==> src/rtl/param_updown_counter_pkg.sv <==
// param_counter_pkg: direction/mode constants and the per-cycle action decode shared by the counter and its bench.
package param_counter_pkg;
    localparam logic DIR_UP    = 1'b1;
    localparam logic DIR_DOWN  = 1'b0;
    localparam int   MODE_WRAP = 0;
    localparam int   MODE_SAT  = 1;

    typedef enum logic [1:0] {
        ACT_HOLD,
        ACT_CLR,
        ACT_LOAD,
        ACT_STEP
    } act_e;
endpackage

==> src/rtl/param_updown_counter_if.sv <==
// param_updown_counter_if: control and status bundle of the up/down counter.
interface param_updown_counter_if #(
    parameter int WIDTH      = 8,
    parameter int PRESCALE_W = 4
);
    logic                  en;
    logic                  opcode;
    logic                  clr;
    logic                  load;
    logic [WIDTH-1:0]      load_val;
    logic [WIDTH-1:0]      max_val;
    logic [PRESCALE_W-1:0] prescale;
    logic                  ovf_clr;
    logic [WIDTH-1:0]      q_out;
    logic                  tc;
    logic                  ovf_sticky;

    modport master (
        output en, opcode, clr, load, load_val, max_val, prescale, ovf_clr,
        input  q_out, tc, ovf_sticky
    );

    modport slave (
        input  en, opcode, clr, load, load_val, max_val, prescale, ovf_clr,
        output q_out, tc, ovf_sticky
    );
endinterface

==> src/rtl/param_updown_counter_prescaler.sv <==
// tick_prescaler: emits one tick every (prescale+1) enabled cycles; prescale is compared live.
module tick_prescaler #(
    parameter int PRESCALE_W = 4
) (
    input  logic                  clk,
    input  logic                  reset_n,
    input  logic                  en,
    input  logic                  clr_sync,
    input  logic [PRESCALE_W-1:0] prescale,
    output logic                  tick
);
    logic [PRESCALE_W-1:0] p;
    logic                  hit;

    always_comb begin
        hit  = p == prescale;
        tick = en & hit & ~clr_sync;
    end

    // a phase above a lowered prescale simply runs on and wraps back round to it
    always_ff @(posedge clk or negedge reset_n) begin
        if (!reset_n)
            p <= '0;
        else
            p <= clr_sync ? '0 : !en ? p : hit ? '0 : p + 1'b1;
    end
endmodule

==> src/rtl/param_updown_counter.sv <==
// param_updown_counter: modulus up/down counter with prescaler, wrap/saturate boundary,
// terminal-count pulse and sticky overflow.
module param_updown_counter
    import param_counter_pkg::*;
#(
    parameter int WIDTH      = 8,
    parameter int SATURATE   = 0,
    parameter int PRESCALE_W = 4
) (
    input logic                   clk,
    input logic                   reset_n,
    param_updown_counter_if.slave bus
);
    act_e             act;
    logic             tick;
    logic             up;
    logic             at_bound;
    logic             boundary;
    logic [WIDTH-1:0] q;
    logic [WIDTH-1:0] q_bound;
    logic [WIDTH-1:0] q_nxt;
    logic             tc;
    logic             ovf;

    tick_prescaler #(.PRESCALE_W(PRESCALE_W)) u_prescaler (
        .clk      (clk),
        .reset_n  (reset_n),
        .en       (bus.en),
        .clr_sync (bus.clr | bus.load),
        .prescale (bus.prescale),
        .tick     (tick)
    );

    always_comb begin
        act      = bus.clr ? ACT_CLR : bus.load ? ACT_LOAD : tick ? ACT_STEP : ACT_HOLD;
        up       = bus.opcode == DIR_UP;
        at_bound = up ? (q >= bus.max_val) : (q == '0);
        boundary = (act == ACT_STEP) & at_bound;
        // saturate only moves a loaded out-of-range value back down onto the bound
        if (SATURATE == MODE_SAT)
            q_bound = (up && q > bus.max_val) ? bus.max_val : q;
        else
            q_bound = up ? '0 : bus.max_val;
        q_nxt = at_bound ? q_bound : up ? q + 1'b1 : q - 1'b1;
    end

    always_ff @(posedge clk or negedge reset_n) begin
        if (!reset_n) begin
            q   <= '0;
            tc  <= 1'b0;
            ovf <= 1'b0;
        end else begin
            q   <= act == ACT_CLR ? '0 : act == ACT_LOAD ? bus.load_val : act == ACT_STEP ? q_nxt : q;
            tc  <= boundary;
            ovf <= boundary | (ovf & ~bus.ovf_clr);
        end
    end

    assign bus.q_out      = q;
    assign bus.tc         = tc;
    assign bus.ovf_sticky = ovf;
endmodule

==> src/flat_wrapper.sv <==
// flat-port wrapper written by rule: the top's interface ports become plain ports
module param_updown_counter_flat import param_counter_pkg::*;
#(
    parameter int WIDTH      = 8,
    parameter int SATURATE   = 0,
    parameter int PRESCALE_W = 4
)
  (clk, reset_n, bus_en, bus_opcode, bus_clr, bus_load, bus_load_val, bus_max_val, bus_prescale, bus_ovf_clr, bus_q_out, bus_tc, bus_ovf_sticky);
  param_updown_counter_if #(.WIDTH(WIDTH), .PRESCALE_W(PRESCALE_W)) bus_i ();
  input logic clk;
  input logic reset_n;
  input wire logic [$bits(bus_i.en)-1:0] bus_en;
  input wire logic [$bits(bus_i.opcode)-1:0] bus_opcode;
  input wire logic [$bits(bus_i.clr)-1:0] bus_clr;
  input wire logic [$bits(bus_i.load)-1:0] bus_load;
  input wire logic [$bits(bus_i.load_val)-1:0] bus_load_val;
  input wire logic [$bits(bus_i.max_val)-1:0] bus_max_val;
  input wire logic [$bits(bus_i.prescale)-1:0] bus_prescale;
  input wire logic [$bits(bus_i.ovf_clr)-1:0] bus_ovf_clr;
  output wire logic [$bits(bus_i.q_out)-1:0] bus_q_out;
  output wire logic [$bits(bus_i.tc)-1:0] bus_tc;
  output wire logic [$bits(bus_i.ovf_sticky)-1:0] bus_ovf_sticky;
  assign bus_i.en = bus_en;
  assign bus_i.opcode = bus_opcode;
  assign bus_i.clr = bus_clr;
  assign bus_i.load = bus_load;
  assign bus_i.load_val = bus_load_val;
  assign bus_i.max_val = bus_max_val;
  assign bus_i.prescale = bus_prescale;
  assign bus_i.ovf_clr = bus_ovf_clr;
  assign bus_q_out = bus_i.q_out;
  assign bus_tc = bus_i.tc;
  assign bus_ovf_sticky = bus_i.ovf_sticky;
  param_updown_counter #(.WIDTH(WIDTH), .SATURATE(SATURATE), .PRESCALE_W(PRESCALE_W)) u_core (.clk(clk), .reset_n(reset_n), .bus(bus_i));
endmodule
==> config.mk <==
export PLATFORM = sky130hd
export DESIGN_NAME = param_updown_counter_flat
export DESIGN_NICKNAME = d
export VERILOG_FILES = /design/src/rtl/param_updown_counter_pkg.sv /design/src/rtl/param_updown_counter_if.sv /design/src/rtl/param_updown_counter_prescaler.sv /design/src/rtl/param_updown_counter.sv /design/src/flat_wrapper.sv
export SDC_FILE = /design/constraint.sdc
export NUM_CORES = 1
export LEC_CHECK = 0
export CAP_MARGIN = 5
export CORE_UTILIZATION = 40
export DETAILED_ROUTE_END_ITERATION = 10
export PLACE_DENSITY_LB_ADDON = 0.1
export SLEW_MARGIN = 20
export SYNTH_ARGS = -nofsm -noshare
export SYNTH_HDL_FRONTEND = slang
export SYNTH_HIERARCHICAL = 1
export SYNTH_SLANG_ARGS = --single-unit
==> constraint.sdc <==
create_clock -name clk -period 3.1 [get_ports clk]
set_input_delay 0.62 -clock clk [delete_from_list [all_inputs] [get_ports clk]]
set_output_delay 0.62 -clock clk [all_outputs]
set_load 0.1 [all_outputs]
# --- After elaboration in Yosys (flattened, before gate mapping) ---
# Index checks and enable logic that the tools add are counted.
word_totals:
  romBits: 0
  ram_bits: 0
  register_bits: 14
  latch_bits: 0
  out_inout_bits: 10
  word_cells: 36
  input_bits: 27
  mem_count: 0
classes:
  order_cmp: 1
  multipliers: 0
  reduce_logical: 3
  n_mux: 13
  shift: 0
  addsub: 3
  div: 0
  eq_ne: 4
  bitwise: 8
op_table:
  columns: ["operator", "count"]
  rows:
  - ["two-way mux 8 bit", 6]
  - ["two-way mux 4 bit", 3]
  - ["adder 8 x 1 -> 8 bit, second input constant", 1]
  - ["greater-or-equal comparator 8 bit", 1]
  - ["zero test 8 bit", 1]
  - ["subtractor 8 x 1 -> 8 bit, second input constant", 1]
  - ["two-way mux 2 bit", 3]
  - ["adder 4 x 1 -> 4 bit, second input constant", 1]
  - ["bitwise AND 1 bit", 4]
  - ["equality test 2 bit, second input constant", 2]
  - ["equality test 4 bit", 1]
  - ["nonzero test 3 bit", 1]
  - ["equality test 2 x 1 -> 1 bit, second input constant", 1]
  - ["NOT 1 bit", 2]
  - ["bitwise OR 1 bit", 2]
  - ["nonzero test 2 bit", 1]
  - ["two-way mux 1 bit", 1]

# --- Logic depth before layout (Yosys ltp) ---
# Gate-level depths: netlist of run 1.
logic_depth:
  word_depth: 10
  ltp_mapped: 9
  ltp_nobuf: 8

# --- Hierarchy ---
# The synthesis of run 1 kept the hierarchy.
modules_own_cells:
  columns: ["module", "instances", "area_each_um2", "cells_per_inst", "seq_area_each_um2"]
  rows:
  - ["param_updown_counter", 1, 1058.5, 126, 250.2]
  - ["tick_prescaler", 1, 281.5, 28, 100.1]

# --- Worst setup path before layout of run 1 ---
# No wires, ideal clock.
synth_timing:
  path_type: "register to register"
  start: "register u_core.q[0], in the netlist u_core/bus.q_out[0]"
  end: "register u_core.q[6], in the netlist u_core/bus.q_out[6]"
  path_buffers: 0
  arrival_time_ps: 2519
  period_less_slack_ps: 2643
  setup_slack_ps: 457
  stages_incl_launch_ff: 9
  t_required_ps: 2976
  cell_sequence: "dfrtp_1 inv_1 fa_1 nand2b_1 a21oi_1 o21a_1 o21ai_0 nor4b_2 a211o_1"
synth_between:
  elab_chain_cells: 6
  elab_cells_between_ends: 10
  cone_classes: "2 x add/sub; 1 x order compare; 6 x mux; 1 x reduce/logical"
synth_rtl:
  columns: ["item", "line_no", "text"]
  rows:
  - ["from (decl)", "param_updown_counter.sv:19", "logic [WIDTH-1:0] q;"]
  - ["from (signal assigned)", "param_updown_counter.sv:53", "q <= act == ACT_CLR ? '0 : act == ACT_LOAD ? bus.load_val : act == ACT_STEP ? q_nxt : q;"]
  - ["subtractor 8 x 1 -> 8 bit (tied with other cells)", "param_updown_counter.sv:44", "q_nxt = at_bound ? q_bound : up ? q + 1'b1 : q - 1'b1;"]
  - ["two-way mux 8 bit or two-way mux 1 bit (tied branches)", "param_updown_counter.sv:44, param_updown_counter.sv:37", null]
  - ["two-way mux 8 bit (*)", "param_updown_counter.sv:44", null]
  - ["two-way mux 8 bit (*) (3 in series)", "param_updown_counter.sv:53", null]
# Mark *: on every way between the ends. The rest lies on a longest branch, timed or not. The select of a mux whose other input is x is not followed.
# A chain may end at the register's enable or synchronous reset.

# --- Worst setup path after layout of run 1 ---
layout_timing:
  start: "input bus_opcode"
  end: "register u_core.q[7], in the netlist u_core/bus.q_out[7]"
layout_between:
  elab_chain_cells: 5
  elab_cells_between_ends: 7
  cone_classes: "7 x mux"
layout_rtl:
  columns: ["item", "line_no", "text"]
  rows:
  - ["from (decl)", "flat_wrapper.sv:13", "input wire logic [$bits(bus_i.opcode)-1:0] bus_opcode;"]
  - ["two-way mux 8 bit (tied with other cells)", "param_updown_counter.sv:44", null]
  - ["two-way mux 8 bit (*)", "param_updown_counter.sv:44", null]
  - ["two-way mux 8 bit (*) (3 in series)", "param_updown_counter.sv:53", null]
# Marked as above.

==> summary.txt, run 1 <==
Cells and area
  – Nets@finish: 239
  – N_diodes: 0
  – Sequential cell area: 350 sq um
  – Fraction of layout cells with a size suffix above 1: 0.149
  – Area Overhead vs Synth: 32.3%
  – Filler cells: 300
  – Commonest non-fill, non-tap cells in the layout: clkdlybuf4s50_1, buf_4, nor2_1, ha_1, dfrtp_1
  – Multi-input combinational cell area: 906 sq um
  – Most common cell after layout, fill and taps aside: clkdlybuf4s50_1

Yosys
  – Post-synth top area cell: dfrtp_1
  – Number of library cell types mapped by synthesis: 46
  – Main area contributors after synthesis: dfrtp_1, ha_1, nor2_1
  – Fraction of the yosys area taken by sequential cells: 0.261
  – Syn nets: 197
  – Ys flop type: dfrtp_1
  – Share of the synthesized area in the top cell type: 0.261
  – Syn Area/Cell: 8.70 sq um
  – Synthesized cell area: 1340 sq um
  – Seq cells post-synth: 14
  – Synth warn: 6
  – EDFF count, synth: 0
  – Post-synth ARST share: 1.00
  – Cells after Synth: 154

Placed design
  – RePlAce Congestion: 0.836
  – DPL Wire Length: 2.92 mm
  – IO Port Bufs: 36
  – Pre-CTS WS: 0.167 ns

Power
  – P_sw: 234 uW
  – Clock group share of total power: 0.218
  – Sequential fraction of design power: 0.342
  – P_leak: 0.823 nW
  – Sw frac: 0.389
  – Power Internal: 368 uW
  – PwrDens: 339 nW/um^2
  – Peak supply drop: 0.322 mV
  – Total power: 601 uW
  – Combinational share of power: 0.439

Timing
  – RSZ-0062 raised after global routing: false
  – Period utilisation layout: 0.857
  – Final WS setup: 0.442 ns
  – Final worst path period need: 2.66 ns
  – Total negative slack: 0 ns
  – Final-report hold violation count: 0
  – F_max: 0.376 GHz
  – Setup violators final: 0
  – Slew at the pin with the worst max-slew slack: 0.662 ns
  – Worst slew margin: 0.557
  – Clock Skew: 0.00237 ns
  – Slew Viols, Final: 0

Global routing
  – Gr busiest metal: met2
  – GR Overflow Total: 0
  – Met1 Use GR: 0.288
  – Met3 usage: 0.0390
  – Initial antenna violation count: 0
  – Largest net degree at the start of global routing: 15
  – First-pass GRT wire length: 5.58 mm
  – Total Routing Usage GR: 0.210
  – Met2 Use GR: 0.348
  – Vias in the first global route: 1208

Die
  – DIE AREA: 3590 sq um
  – Ports: 37
  – Core area: 3130 sq um
  – Initial core utilization: 0.428
  – Die Height: 59.9 um
  – Row count: 20
  – Chip width: 59.9 um

Routing
  – Final WL: 3.63 mm
  – Routed vias: 1339
  – Remaining DRCs: 0
  – Wire length per cell: 15.2 um
  – Drt first pass iters: 4
  – Vias per cell: 5.60
  – Routed Antenna Nets: 0
  – Initial DRC Count: 66

Setup path
  – Crit-path slowest cell: clkdlybuf4s50_1
  – Setup Crit Path Kind: in2reg
  – Startpoint class of the critical path: primary input
  – Critical Path AT: 2.82 ns
  – Crit-path leading delay family: compound AO/OA/AOI/OAI gates
  – Cells along the critical path: clkdlybuf4s50_1 -> inv_1 -> ha_1 -> and3_1 -> a221oi_1 -> a21oi_1 -> xnor2_1 -> a221oi_1 -> nor3_1
  – Worst-path fanout max: 7
  – Worst path required time: 3.27 ns
  – WP buf/inv: 2
  – Crit. End Element: register
  – CP dominant cell by count: a221oi_1
  – Crit-path max cell delay: 0.48 ns

Outcome
  – Outcome: finished, final reports clean

Clocking
  – Post-cts resize count: 0
  – Postcts setup bufs: 0
  – Clk Latency, worst-skew pair: 0.28 ns
  – Reg clk slew, reported paths: 0.08 ns
  – Hold-fix buffers at CTS: 0
  – H-tree depth: 1
  – CTS Root Cell: clkbuf_4
  – CTS max path bufs: 2
  – CTS tree: built
  – CTS Buf Count: 3
  – CTS sink cnt: 14

Min path
  – Worst min path class: reg2reg

Job
  – Max Cap Violations: 0
## state kept, by name, summed over array words and instances (netlist names)
register	count
u_core/bus.ovf_sticky	1
u_core/bus.tc	1
u_core/u_prescaler/p	4
u_core/bus.q_out	8
## path summary, 6_finish.rpt
check,from,endpoint,slack [ns],cells past startpoint
setup / recovery,bus_opcode,u_core/bus.q_out[7],0.44,9
hold / removal,u_core/bus.ovf_sticky,u_core/bus.ovf_sticky,0.54,2
setup reg to reg,u_core/u_prescaler/p[0],u_core/bus.q_out[6],0.84,7
hold reg to reg,u_core/bus.ovf_sticky,u_core/bus.ovf_sticky,0.54,2
max in group asynchronous,reset_n,u_core/bus.q_out[2],1.94,1
min in group asynchronous,reset_n,u_core/bus.tc,0.74,1
## power by group through the flow
stage          registers, mW  logic, mW  clock network (mW)
6_report               0.206      0.264               0.131
5_1_grt                0.208      0.284               0.145
3_5_place_dp           0.210      0.261                   0
4_1_cts                0.206      0.262               0.136
3_3_place_gp           0.209      0.255                   0
2_1_floorplan          0.260      0.122                   0
## routing by layer
layer	vias up	wire length, um
li1	658	-
met1	629	1740
met2	48	1660
met3	4	197
met4	0	23
met5	-	0
## per-stage QoR
step	instances	hold slack (ns)	util	instance area, sq um
6_report	239	0.545	0.567	1770
5_1_grt	239	0.581	0.567	1770
4_1_cts	239	0.549	0.567	1770
3_5_place_dp	235	0.534	0.555	1740
3_3_place_gp	235	0.527	0.555	1740
2_1_floorplan	154	0.324	-	1340
## tightest hold or removal path, cell delays in order (launching register included)
cell and delay (ns):
dfrtp_1 0.39, inv_1 0.05, o22ai_1 0.07
## area by class of cell
cell class	instances	area share
clock buffers	4	0.0205
inverters	14	0.0296
multi-input cells	122	0.511
flip-flops and latches	14	0.198
well taps	44	0.0311
repair buffers	41	0.210
## Yosys cell counts (all sizes together), types with 2 or more instances
master and count:
nor2 15, a221o 3, dfrtp 14, nand2b 6, a21o 4, nor4 3
o21ai 4, a211oi 2, buf 3, xnor2 4, a2111oi 2, a221oi 3
ha 15, nor3 8, a211o 2, nand3 2, nand2 7, o22ai 6
inv 13, o32ai 2, a21oi 11, xor2 5, o21a 3, a22oi 2
## kinds of logic after synthesis
| kind of cell | share of synthesized area |
|---|---|
| AOI/OAI and AO/OA | 0.257 |
| xor gates and xnor gates | 0.0588 |
| adders and majority gates | 0.155 |
| buffers and inverters | 0.0626 |
| DFF | 0.261 |
| muxes | 0.0159 |
| and+or+nand+nor | 0.190 |
No activity file was read; power rests on OpenSTA's default activity.
==> run 2: changes to the inputs <==
- clock period: 3.1 -> 2.65 ns (I/O delays scaled with it)
==> run 2 against run 1 <==
- register-to-register slack worse by 0.37 ns
- sequential share of layout area down 1.0 points
- non-clock buffer count up 13
- combinational power up 25%
- hold slack better by 0.0023 ns
- power up 21%
- critical endpoint unchanged
- largest cell class unchanged
- largest power group unchanged
==> summary.txt, run 2 (synthesized netlist as in run 1, its figures left out) <==
Outcome
  – Outcome: finished, final reports clean

Timing
  – Period utilisation layout: 0.947
  – Slew at the pin with the worst max-slew slack: 0.636 ns (-0.0263 ns)
  – Final-report hold violation count: 0 (unchanged)
  – Clock Skew: 0.00193 ns (-0.000441 ns)
  – Final worst path period need: 2.51 ns
  – Setup violators final: 0 (unchanged)
  – RSZ-0062 raised after global routing: false
  – Worst slew margin: 0.575 (+0.0176)
  – Slew Viols, Final: 0 (unchanged)
  – F_max: 0.399 GHz
  – Fin Hold WS: 0.547 ns (+0.00231 ns)

Cells and area
  – Most common cell after layout, fill and taps aside: buf_4
  – N_diodes: 0 (unchanged)
  – Finished Layout Cells: 252 (+5.4%)
  – Final Util: 0.598 (+0.0312)
  – Max reg flops: 8 (unchanged)
  – Nets@finish: 252 (+5.4%)
  – Commonest non-fill, non-tap cells in the layout: buf_4, clkdlybuf4s50_1, nor2_1, ha_1, dfrtp_1
  – Filler cells: 315 (+5.0%)
  – Area Overhead vs Synth: 39.6%
  – Fraction of layout cells with a size suffix above 1: 0.202 (+0.0532)

Clocking
  – CTS sink cnt: 14 (unchanged)
  – Post-cts resize count: 0 (unchanged)
  – Hold-fix buffers at CTS: 0 (unchanged)
  – CTS max path bufs: 2 (unchanged)
  – H-tree depth: 1 (unchanged)
  – Reg clk slew, reported paths: 0.08 ns (about the same)
  – Postcts setup bufs: 0 (unchanged)
  – Clk Latency, worst-skew pair: 0.29 ns (about the same)
  – CTS Buf Count: 3 (unchanged)
  – CTS Root Cell: clkbuf_4
  – CTS tree: built

Min path
  – Hold Crit Start: u_core/bus.ovf_sticky
  – Worst min path class: reg2reg
  – Hold path depth: 2 (unchanged)
  – Hold-critical path endpoint: u_core/bus.ovf_sticky

Setup path
  – CP dominant cell by count: a221oi_1
  – Worst-path fanout max: 5 (-2)
  – R2R cell count: 8 (+1)
  – Cells along the critical path: clkdlybuf4s50_1 -> inv_1 -> ha_1 -> and3_1 -> a221oi_1 -> a21oi_1 -> xnor2_1 -> a221oi_1 -> nor3_1
  – Crit-path slowest cell: clkdlybuf4s50_1
  – Crit-path leading delay family: compound AO/OA/AOI/OAI gates
  – WP buf/inv: 2 (unchanged)
  – Critical Path AT: 2.68 ns (-0.14 ns)
  – Crit. End Element: register
  – Reg2Reg Capture Point: u_core/bus.q_out[7]
  – Worst path required time: 2.82 ns (-0.45 ns)
  – Setup Crit Path Kind: in2reg
  – Worst R2R Setup Slack: 0.47 ns (-0.37 ns)
  – Startpoint class of the critical path: primary input
  – Crit-path max cell delay: 0.49 ns (about the same)
  – Worst r2r src: u_core/bus.q_out[0]

Routing
  – Routed Antenna Nets: 0 (unchanged)
  – Remaining DRCs: 0 (unchanged)
  – Drt first pass iters: 4 (unchanged)
  – M1 WL: 1.80 mm (+3.3%)
  – Routed vias: 1409 (+5.2%)
  – Initial DRC Count: 47 (-29%)
  – Final WL: 3.91 mm (+7.8%)
  – Wire length per cell: 15.5 um (+2.2%)
  – WL met3: 260 um (+32%)
  – Vias per cell: 5.59 (-0.20%)
  – Met2 routed WL: 1.83 mm (+9.9%)
  – Top layer in use: met4

Global routing
  – Vias in the first global route: 1339 (+11%)
  – Initial antenna violation count: 0 (unchanged)
  – Largest net degree at the start of global routing: 15 (unchanged)
  – Total Routing Usage GR: 0.234 (+0.0237)
  – GR Overflow Total: 0 (unchanged)
  – First-pass GRT wire length: 6.20 mm (+11%)

Die
  – Row count: 20 (unchanged)
  – Initial core utilization: 0.428 (unchanged)
  – Core area: 3130 sq um (unchanged)
  – Chip width: 59.9 um (unchanged)
  – DIE AREA: 3590 sq um (unchanged)
  – Die Height: 59.9 um (unchanged)
  – Ports: 37 (unchanged)

Placed design
  – IO Port Bufs: 36 (unchanged)
  – DPL Wire Length: 3.18 mm (+8.8%)
  – RePlAce Congestion: 0.815 (-2.5%)
  – Placed Cells: 248 (+5.5%)

Power
  – Peak supply drop: 0.220 mV (-32%)
  – Total power: 727 uW (+21%)
  – PwrDens: 389 nW/um^2 (+15%)
  – P_leak: 0.884 nW (+7.4%)

Job
  – Max Cap Violations: 0 (unchanged)
## run 2: changes by cell type in the layout (fill, tap and decap cells not counted)
| cell | previous run | this run |
|---|---|---|
| buf_4 | 15 | 28 |
## run 2: report_power, final
group	internal (mW)	total, mW	switching, mW	leakage, nW
Sequential	0.223	0.241	0.0182	0.190
Clock	0.0837	0.157	0.0728	0.0210
Combinational	0.139	0.329	0.190	0.673
## run 2: worst max path at each step
stage | startpoint | endpoint | slack [ns] | cells past startpoint
after detailed placement | bus_opcode | u_core/bus.q_out[7] | -0.14 | 9
after global placement | bus_opcode | u_core/bus.q_out[7] | -0.05 | 9
after CTS | bus_opcode | u_core/bus.q_out[7] | 0.16 | 9
after floorplan | u_core/bus.q_out[0] | u_core/bus.q_out[6] | 0.007 | 8
after global routing | bus_opcode | u_core/bus.q_out[7] | 0.04 | 9
final | bus_opcode | u_core/bus.q_out[7] | 0.14 | 9
## run 2: through the flow
stage	setup TNS (ns)	area [sq um]	setup slack, ns
after global placement	-0.0610	1830	-0.0481
final	0	1870	0.141
after global routing	0	1870	0.0360
after detailed placement	-0.168	1830	-0.145
after floorplan	0	1340	0.00750
after CTS	0	1870	0.158
## run 2: worst min-delay path: stages, from the launching register on
cell and delay (ns):
dfrtp_1 0.39, inv_1 0.05, o22ai_1 0.07
## run 2: per-layer routing
metal	global-route usage	up-vias
met5	0	-
met4	0.0432	0
met3	0.0606	4
met2	0.394	55
met1	0.302	671
li1	-	679
## run 2: area by class of cell
type / count / area [sq um] / share of cell area
multi-input combinational: 122 / 906 / 0.484
timing repair buffer: 54 / 470 / 0.252
sequential: 14 / 350 / 0.187
tap: 44 / 55.1 / 0.0294
inverter: 14 / 52.6 / 0.0281
clock buffer: 4 / 36.3 / 0.0194
==> run 3: changes to the inputs <==
- CAP_MARGIN: 5 -> default
==> results of run 3 <==
Final layout, timing and power as in run 2 (identical DEF).
